**src/rtl/msx_reload_sequencer.sv**
```systemverilog
// msx_reload_sequencer
//   Turns a configuration change into an ordered MSX restart. The core is held
//   in reset, the sequencer waits for any HPS ROM download to finish, then
//   zero-fills the cartridge SRAM through a req/ack port. Reset is released
//   after HOLD_CYCLES cycles. A user reset runs the same sequence but skips
//   the SRAM clear.
// Ports:
//   clk, reset        system clock; asynchronous active-high reset
//   reload            level; configuration changed (restart with SRAM clear)
//   user_reset        level; restart without SRAM clear
//   ioctl_download    high while the HPS is loading a ROM image
//   sram_size         slot A SRAM size in kB (0 or a power of two, 1..128)
//   clr_ack           one-cycle acknowledge of the current clear write
//   msx_reset         reset to the MSX core (registered)
//   clr_req/clr_addr  SRAM clear write request and byte address (data is 0x00)
//   busy              high in any state other than RUN
//   cart_reinit       one-cycle pulse on the first RUN cycle after a sequence
module msx_reload_sequencer #(
   parameter int HOLD_CYCLES = 1024,
   parameter int SRAM_AW     = 17
) (
   input  logic               clk,
   input  logic               reset,
   input  logic               reload,
   input  logic               user_reset,
   input  logic               ioctl_download,
   input  logic [7:0]         sram_size,
   input  logic               clr_ack,
   output logic               msx_reset,
   output logic               clr_req,
   output logic [SRAM_AW-1:0] clr_addr,
   output logic               busy,
   output logic               cart_reinit
);

   localparam int HCW = $clog2(HOLD_CYCLES + 1);
   localparam logic [HCW-1:0] HOLD_LAST = HCW'(HOLD_CYCLES - 1);

   typedef enum logic [1:0] {RUN, WAIT_DL, CLEAR, HOLD} state_t;

   state_t             state_q, state_d;
   logic [HCW-1:0]     hold_cnt_q, hold_cnt_d;
   logic               clear_pending_q, clear_pending_d;
   logic               restart_pending_q, restart_pending_d;
   logic [SRAM_AW-1:0] clr_last_q, clr_last_d;
   logic [SRAM_AW-1:0] clr_addr_q, clr_addr_d;
   logic               clr_req_q, clr_req_d;
   logic               msx_reset_q, msx_reset_d;
   logic               busy_q, busy_d;
   logic               cart_reinit_q, cart_reinit_d;
   logic               reload_prev_q, reload_prev_d;
   logic               user_prev_q, user_prev_d;

   logic        reload_rise, user_rise, retrig, ack;
   logic [31:0] size_bytes;

   always_comb begin
      reload_rise = reload & ~reload_prev_q;
      user_rise   = user_reset & ~user_prev_q;
      retrig      = reload_rise | user_rise;
      // an ack only counts while a write is actually outstanding
      ack         = clr_ack & clr_req_q;
      size_bytes  = {14'd0, sram_size, 10'd0};

      state_d           = state_q;
      hold_cnt_d        = hold_cnt_q;
      clear_pending_d   = clear_pending_q;
      restart_pending_d = restart_pending_q;
      clr_last_d        = clr_last_q;
      clr_addr_d        = clr_addr_q;
      clr_req_d         = clr_req_q;
      cart_reinit_d     = 1'b0;
      reload_prev_d     = reload;
      user_prev_d       = user_reset;

      case (state_q)
         RUN: begin
            // level sensitive here, so a request held across RUN entry still restarts
            hold_cnt_d = '0;
            if (reload) begin
               clear_pending_d = 1'b1;
               state_d         = WAIT_DL;
            end else if (user_reset) begin
               state_d = WAIT_DL;
            end
         end
         WAIT_DL: begin
            if (retrig) begin
               hold_cnt_d = '0;
               if (reload_rise) clear_pending_d = 1'b1;
            end else if (!ioctl_download) begin
               if (clear_pending_q && sram_size != 8'd0) begin
                  state_d    = CLEAR;
                  clr_last_d = SRAM_AW'(size_bytes - 32'd1);
                  clr_addr_d = '0;
                  clr_req_d  = 1'b1;
               end else begin
                  state_d         = HOLD;
                  hold_cnt_d      = '0;
                  clear_pending_d = 1'b0;
               end
            end
         end
         CLEAR: begin
            // a retrigger never abandons the in-flight write; it is honoured on its ack
            if (reload_rise) clear_pending_d = 1'b1;
            if (retrig) restart_pending_d = 1'b1;
            if (ack) begin
               if (restart_pending_q || retrig) begin
                  state_d           = WAIT_DL;
                  clr_req_d         = 1'b0;
                  clr_addr_d        = '0;
                  restart_pending_d = 1'b0;
                  hold_cnt_d        = '0;
               end else if (clr_addr_q == clr_last_q) begin
                  state_d         = HOLD;
                  clr_req_d       = 1'b0;
                  clr_addr_d      = '0;
                  clear_pending_d = 1'b0;
                  hold_cnt_d      = '0;
               end else begin
                  clr_addr_d = clr_addr_q + 1'b1;
               end
            end
         end
         HOLD: begin
            if (retrig) begin
               state_d    = WAIT_DL;
               hold_cnt_d = '0;
               if (reload_rise) clear_pending_d = 1'b1;
            end else if (hold_cnt_q == HOLD_LAST) begin
               state_d       = RUN;
               hold_cnt_d    = '0;
               cart_reinit_d = 1'b1;
            end else begin
               hold_cnt_d = hold_cnt_q + 1'b1;
            end
         end
         default: state_d = WAIT_DL;
      endcase

      // outputs are registered from the next state
      msx_reset_d = (state_d != RUN);
      busy_d      = (state_d != RUN);
   end

   always_ff @(posedge clk or posedge reset) begin
      if (reset) begin
         state_q           <= WAIT_DL;
         hold_cnt_q        <= '0;
         clear_pending_q   <= 1'b0;
         restart_pending_q <= 1'b0;
         clr_last_q        <= '0;
         clr_addr_q        <= '0;
         clr_req_q         <= 1'b0;
         msx_reset_q       <= 1'b1;
         busy_q            <= 1'b1;
         cart_reinit_q     <= 1'b0;
         // reset high so a level already present at reset release is not an edge
         reload_prev_q     <= 1'b1;
         user_prev_q       <= 1'b1;
      end else begin
         state_q           <= state_d;
         hold_cnt_q        <= hold_cnt_d;
         clear_pending_q   <= clear_pending_d;
         restart_pending_q <= restart_pending_d;
         clr_last_q        <= clr_last_d;
         clr_addr_q        <= clr_addr_d;
         clr_req_q         <= clr_req_d;
         msx_reset_q       <= msx_reset_d;
         busy_q            <= busy_d;
         cart_reinit_q     <= cart_reinit_d;
         reload_prev_q     <= reload_prev_d;
         user_prev_q       <= user_prev_d;
      end
   end

   assign msx_reset   = msx_reset_q;
   assign clr_req     = clr_req_q;
   assign clr_addr    = clr_addr_q;
   assign busy        = busy_q;
   assign cart_reinit = cart_reinit_q;

endmodule

```
**config.mk**
```make
export PLATFORM = sky130hd
export DESIGN_NAME = msx_reload_sequencer
export DESIGN_NICKNAME = d
export VERILOG_FILES = /design/src/rtl/msx_reload_sequencer.sv
export SDC_FILE = /design/constraint.sdc
export NUM_CORES = 1
export LEC_CHECK = 0
export BUFFER_PORTS_ARGS = -buffer_cell sky130_fd_sc_hd__buf_2
export CAP_MARGIN = 15
export CORE_MARGIN = 2
export CORE_UTILIZATION = 44
export CTS_CLUSTER_DIAMETER = 200
export DETAILED_ROUTE_END_ITERATION = 8
export GPL_TIMING_DRIVEN = 1
export SYNTH_ARGS = -nofsm -noshare
export SYNTH_HDL_FRONTEND = slang
export SYNTH_SLANG_ARGS = --single-unit
```
**constraint.sdc**
```tcl
create_clock -name clk -period 6.4 [get_ports clk]
set_clock_uncertainty 0.1 [all_clocks]
set_input_delay 0.64 -clock clk [delete_from_list [all_inputs] [get_ports clk]]
set_output_delay 0.64 -clock clk [all_outputs]
set_load 0.01 [all_outputs]
```
# Yosys cells after proc, flatten, opt, wreduce, memory -nomap -nowiden
# Cells that the tools add are included.
# op_classes
n_addsub	3
eq_ne	14
muxes	50
n_bitwise	8
n_reduce_logical	11
# ops
cell	n
2-to-1 mux 17 bit	6
2-to-1 mux 11 bit	8
case mux 11 bit (4 select lines)	1
case mux 17 bit (2 select lines)	1
2-to-1 mux 1 bit	22
2-to-1 mux 2 bit	9
adder 17 x 1 -> 17 bit, second input constant	1
== test 17 bit	1
subtractor 17 x 1 -> 17 bit, second input constant	1
inequality test 2 bit, second input constant	6
AND reduction 4 bit	3
adder 11 x 1 -> 11 bit, second input constant	1
== test 11 x 10 -> 1 bit, second input constant	1
inequality test 3 bit, second input constant	3
case mux 2 bit (4 select lines)	1
nonzero test 8 bit	1
AND reduction 6 bit	1
AND reduction 5 bit	1
== test 2 bit, second input constant	2
inverter 1 bit	4
case mux 1 bit (4 select lines)	1
nonzero test 2 bit	2
AND 1 bit	3
== test 2 x 1 -> 1 bit, second input constant	1
other kinds (5)	5
# totals
ff_bits	54
in_bits	14
out_inout_bits	21
elab_cells	97

# Depth between registers and ports, before layout
# logic_depth
depth_word	8
ltp_mapped	9
depth_no_buf	7

# Least setup slack after synthesis
# OpenSTA, ideal clock, no wires.
# synth_timing
path_type	input -> register
from	input sram_size[3]
to	register hold_cnt_q[5]
setup_time_ps	126
arrival_time_ps	2073
required_time_ps	6174
slack_ps	4101
cell_stages	6
path_buffers	1
cell_sequence	or4_4 > o31a_1 > nor2_1 > o2bb2ai_1 > buf_6 > a221o_1
# synth_via
elab_chain_len	4
# synth_rtl
element	line_no	rtl
from (decl)	27	input logic [7:0] sram_size,
nonzero test 8 bit	92	if (clear_pending_q && sram_size != 8'd0) begin
logical AND 1 bit	92	
inequality test 3 bit (no line)	n/a	
AND reduction 4 bit (no line)	n/a	
to (signal assigned)	164	hold_cnt_q <= hold_cnt_d;
to (decl)	42	logic [HCW-1:0] hold_cnt_q, hold_cnt_d;
# Every way passes these cells.
# A chain may end at the register's enable or synchronous reset.

# Worst setup path in the final report
# layout_timing
from	register hold_cnt_q[0]
to	register busy_q (netlist: busy)
# layout_via
elab_chain_len	5
# layout_rtl
element	line_no	rtl
== test 11 x 10 -> 1 bit	131	end else if (hold_cnt_q == HOLD_LAST) begin
2-to-1 mux 2 bit	131	
2-to-1 mux 2 bit	127	if (retrig) begin
case mux 2 bit (4 select lines)	76	case (state_q)
named net state_d[1]	41	state_t state_q, state_d;
nonzero test 2 bit	144	busy_d = (state_d != RUN);
named net busy_d	49	logic busy_q, busy_d;
to (signal assigned)	171	busy_q <= busy_d;
to (decl)	49	
# The timed path passes the listed nets, and every way through them passes these cells.

==> reports/metrics.yaml <==
sta:
  worst_pin_slew_ps: 950
  slew_headroom: 0.366
  fin_crit_sh: 0.396
  slew_viol_final: 0
  rsz0062_at_grt: "false"
  hold_viol: 0
  period_needed_ps: 2540
  max_freq_mhz: 394
  finalSetupTns_ps: 0
  timing.hold.ws_ps: 355
  setup_viol: 0
drt:
  route.met3.wl_um: 243
  firstDrtPassIters: 4
  drt-total-wl_um: 5480
  wl_per_cell_um: 14.6
  ant_nets: 0
  drc: 0
  num_vias: 2104
  dr.max_layer_used: "met4"
  dr.first_iter.drc_count: 99
  wl_met1_um: 2650
  via_per_inst: 5.61
  wl_met2_um: 2500
worst_setup_path:
  crit_path_start: "hold_cnt_q[0]"
  endpoint_kind: "flop"
  critPathMaxFanout: 10
  arrival_ps: 2670
  crit_type: "reg2reg"
  cp.required_ps: 6530
  r2r_slack_ps: 3860
  cp-start-kind: "flop"
  reg2reg_from: "hold_cnt_q[0]"
final_layout:
  final_util: 0.507
  n_antenna_cell: 0
  final_nets: 319
  postLayoutCellArea_um2: 2790
  drive_gt1_frac: 0.215
  area_delta_synth_final_pct: 11.9
  n_fill_cell: 535
cts:
  htreeDepth: 2
  post_cts_resized: 0
  hold_buffers: 0
  clkTransAtPathRegs_ps: 90
  cts.sinks: 45
  insertion_delay_ps: 300
  cts_tree: "yes"
  clockRootBuffer: "clkbuf_8"
  cts_buffer_depth: 2
  post-cts-setup-buffers: 0
  cts_buffers: 5
place:
  dpl-instance-area_um2: 2690
  dpl.hpwl_um: 3840
  io_buffers: 34
  gp_congestion: 0.813
floorplan:
  dieArea_um2: 6290
  ios: 35
  die_x_um: 79.3
  start_util: 0.453
  die_h_um: 79.3
  rows: 27
  core_area_um2: 5510
yosys:
  syn_inst: 270
  ys_warn_count: 0
  synth-main-ff-cell: "dfrtp_1"
  ys_types: 53
  synth-seq-cells: 45
  synthAdderAreaFrac: 0.0150
  yosys.area_share.simple: 0.276
  synthArstFlopShare: 1.00
  synth_edf_count: 0
  avgSynthCellArea_um2: 9.24
  syn_nets: 287
  synth_xor_area_frac: 0.0596
  muxShareOfSynthArea: 0.00451
  synth_top_family_by_area: "simple AND/OR/NAND/NOR gates"
  ys_seq_area_frac: 0.453
  syn_area_um2: 2500
  synth-compound-area-share: 0.153
grt:
  grt_first_pass_wirelength_um: 9350
  grt_overflow: 0
  grt_pass1_vias: 1952
  grt_usage: 0.191
  antenna_found_initial: 0
  grt_max_degree: 46
run:
  drv_cap: 0
power:
  powerDensity_nw_per_um2: 271
  power.leakage_uw: 0.00124
  ir_worst_vdd_mv: 0.153
run_status:
  status: "finished, final reports clean"
hold_path:
  worstHoldStart: "user_reset"
  hp-class: "in2reg"
==> layer usage <==
metal  global-route usage  up-vias
met1                0.261     1007
met5                    0        -
met3               0.0420        8
li1                     -     1047
met4               0.0621        0
met2                0.301       42
==> cell usage after synthesis, types with 2 or more instances <==
| cell type | count | area, µm² |
|---|---|---|
| a211o_1 | 5 | 43.8 |
| a21o_1 | 2 | 15.0 |
| a21oi_1 | 16 | 80.1 |
| a221o_2 | 2 | 22.5 |
| a31oi_1 | 3 | 18.8 |
| a32oi_1 | 2 | 17.5 |
| and2_1 | 2 | 12.5 |
| and3_1 | 6 | 37.5 |
| and3_2 | 3 | 22.5 |
| and4_1 | 2 | 17.5 |
| buf_4 | 2 | 15.0 |
| buf_6 | 2 | 22.5 |
| clkbuf_1 | 4 | 15.0 |
| dfrtp_1 | 41 | 1030 |
| dfstp_2 | 4 | 105 |
| ha_1 | 3 | 37.5 |
| inv_1 | 6 | 22.5 |
| nand2_1 | 28 | 105 |
| nand2b_1 | 6 | 37.5 |
| nand3_1 | 11 | 55.1 |
| nand3b_1 | 2 | 15.0 |
| nand4_1 | 6 | 37.5 |
| nor2_1 | 26 | 97.6 |
| nor2b_1 | 2 | 12.5 |
| nor3_1 | 12 | 60.1 |
| nor3b_1 | 2 | 15.0 |
| nor4_1 | 9 | 56.3 |
| o21ai_0 | 15 | 75.1 |
| or2_2 | 3 | 18.8 |
| or3_1 | 3 | 18.8 |
| or3_2 | 2 | 15.0 |
| or4_1 | 2 | 15.0 |
| xnor2_1 | 6 | 52.6 |
| xor2_1 | 11 | 96.3 |
==> cell type report <==
| cell class | instances | area (µm²) | area share |
|---|---|---|---|
| Multi-Input combinational cell | 209 | 1270 | 0.455 |
| Sequential cell | 45 | 1130 | 0.405 |
| Timing Repair Buffer | 35 | 178 | 0.0636 |
| Clock buffer | 7 | 96.3 | 0.0345 |
| Tap cell | 72 | 90.1 | 0.0323 |
| Inverter | 6 | 22.5 | 0.00806 |
| Clock inverter | 1 | 5.00 | 0.00179 |
==> final timing paths <==
check / to / depth (start not counted)
min in group asynchronous: clr_addr[2] / 2
hold / removal: user_prev_q / 1
max in group asynchronous: clear_pending_q / 2
setup / recovery: busy / 6
setup reg to reg: busy / 6
hold reg to reg: hold_cnt_q[10] / 1
==> placed cells by master (no fill, tap or decap), types with 5 or more instances in the layout <==
master / n
nor3_1: 12
and3_1: 6
o21ai_0: 15
clkbuf_8: 7
inv_1: 5
buf_2: 34
nor2_1: 26
nand4_1: 6
nand3_1: 11
nor4_1: 9
xnor2_1: 6
a21oi_1: 16
dfrtp_1: 41
nand2_1: 28
xor2_1: 11
a211o_1: 5
nand2b_1: 6
==> kinds of logic after synthesis <==
family,Yosys count
buffers and inverters,16
XOR/XNOR,17
multiplexers,1
AND/OR/NAND/NOR,131
flip-flops,45
adder cells (fa/ha/maj),3
AO/OA/AOI/OAI,57
==> registers in the layout (all words and copies together) (netlist names) <==
register	cells
reload_prev_q	1
clr_req	1
cart_reinit	1
state_q	2
user_prev_q	1
clr_addr	17
hold_cnt_q	11
clr_last_q	8
busy	1
clear_pending_q	1
restart_pending_q	1
==> power by group <==
part / internal [µW] / switching (µW) / total [µW]
Clock: 97.8 / 100 / 198
Combinational: 71.0 / 117 / 188
Sequential: 332 / 37.6 / 369
==> critical path, cell delays in order (launching register included) <==
cell and delay (ps):
dfrtp_1 390, ha_1 200, nand3_1 190, nor3_1 510
nor2_1 290, or3_2 550, a211o_1 240
==> stage by stage <==
stage	setup WS, ps	power, µW	cells
CTS	3850	762	375
global placement	3730	561	367
finish	3860	755	375
global route	3660	808	375
detailed placement	3710	564	367
floorplan	4100	527	270
Power figures use the tool's default switching activity.
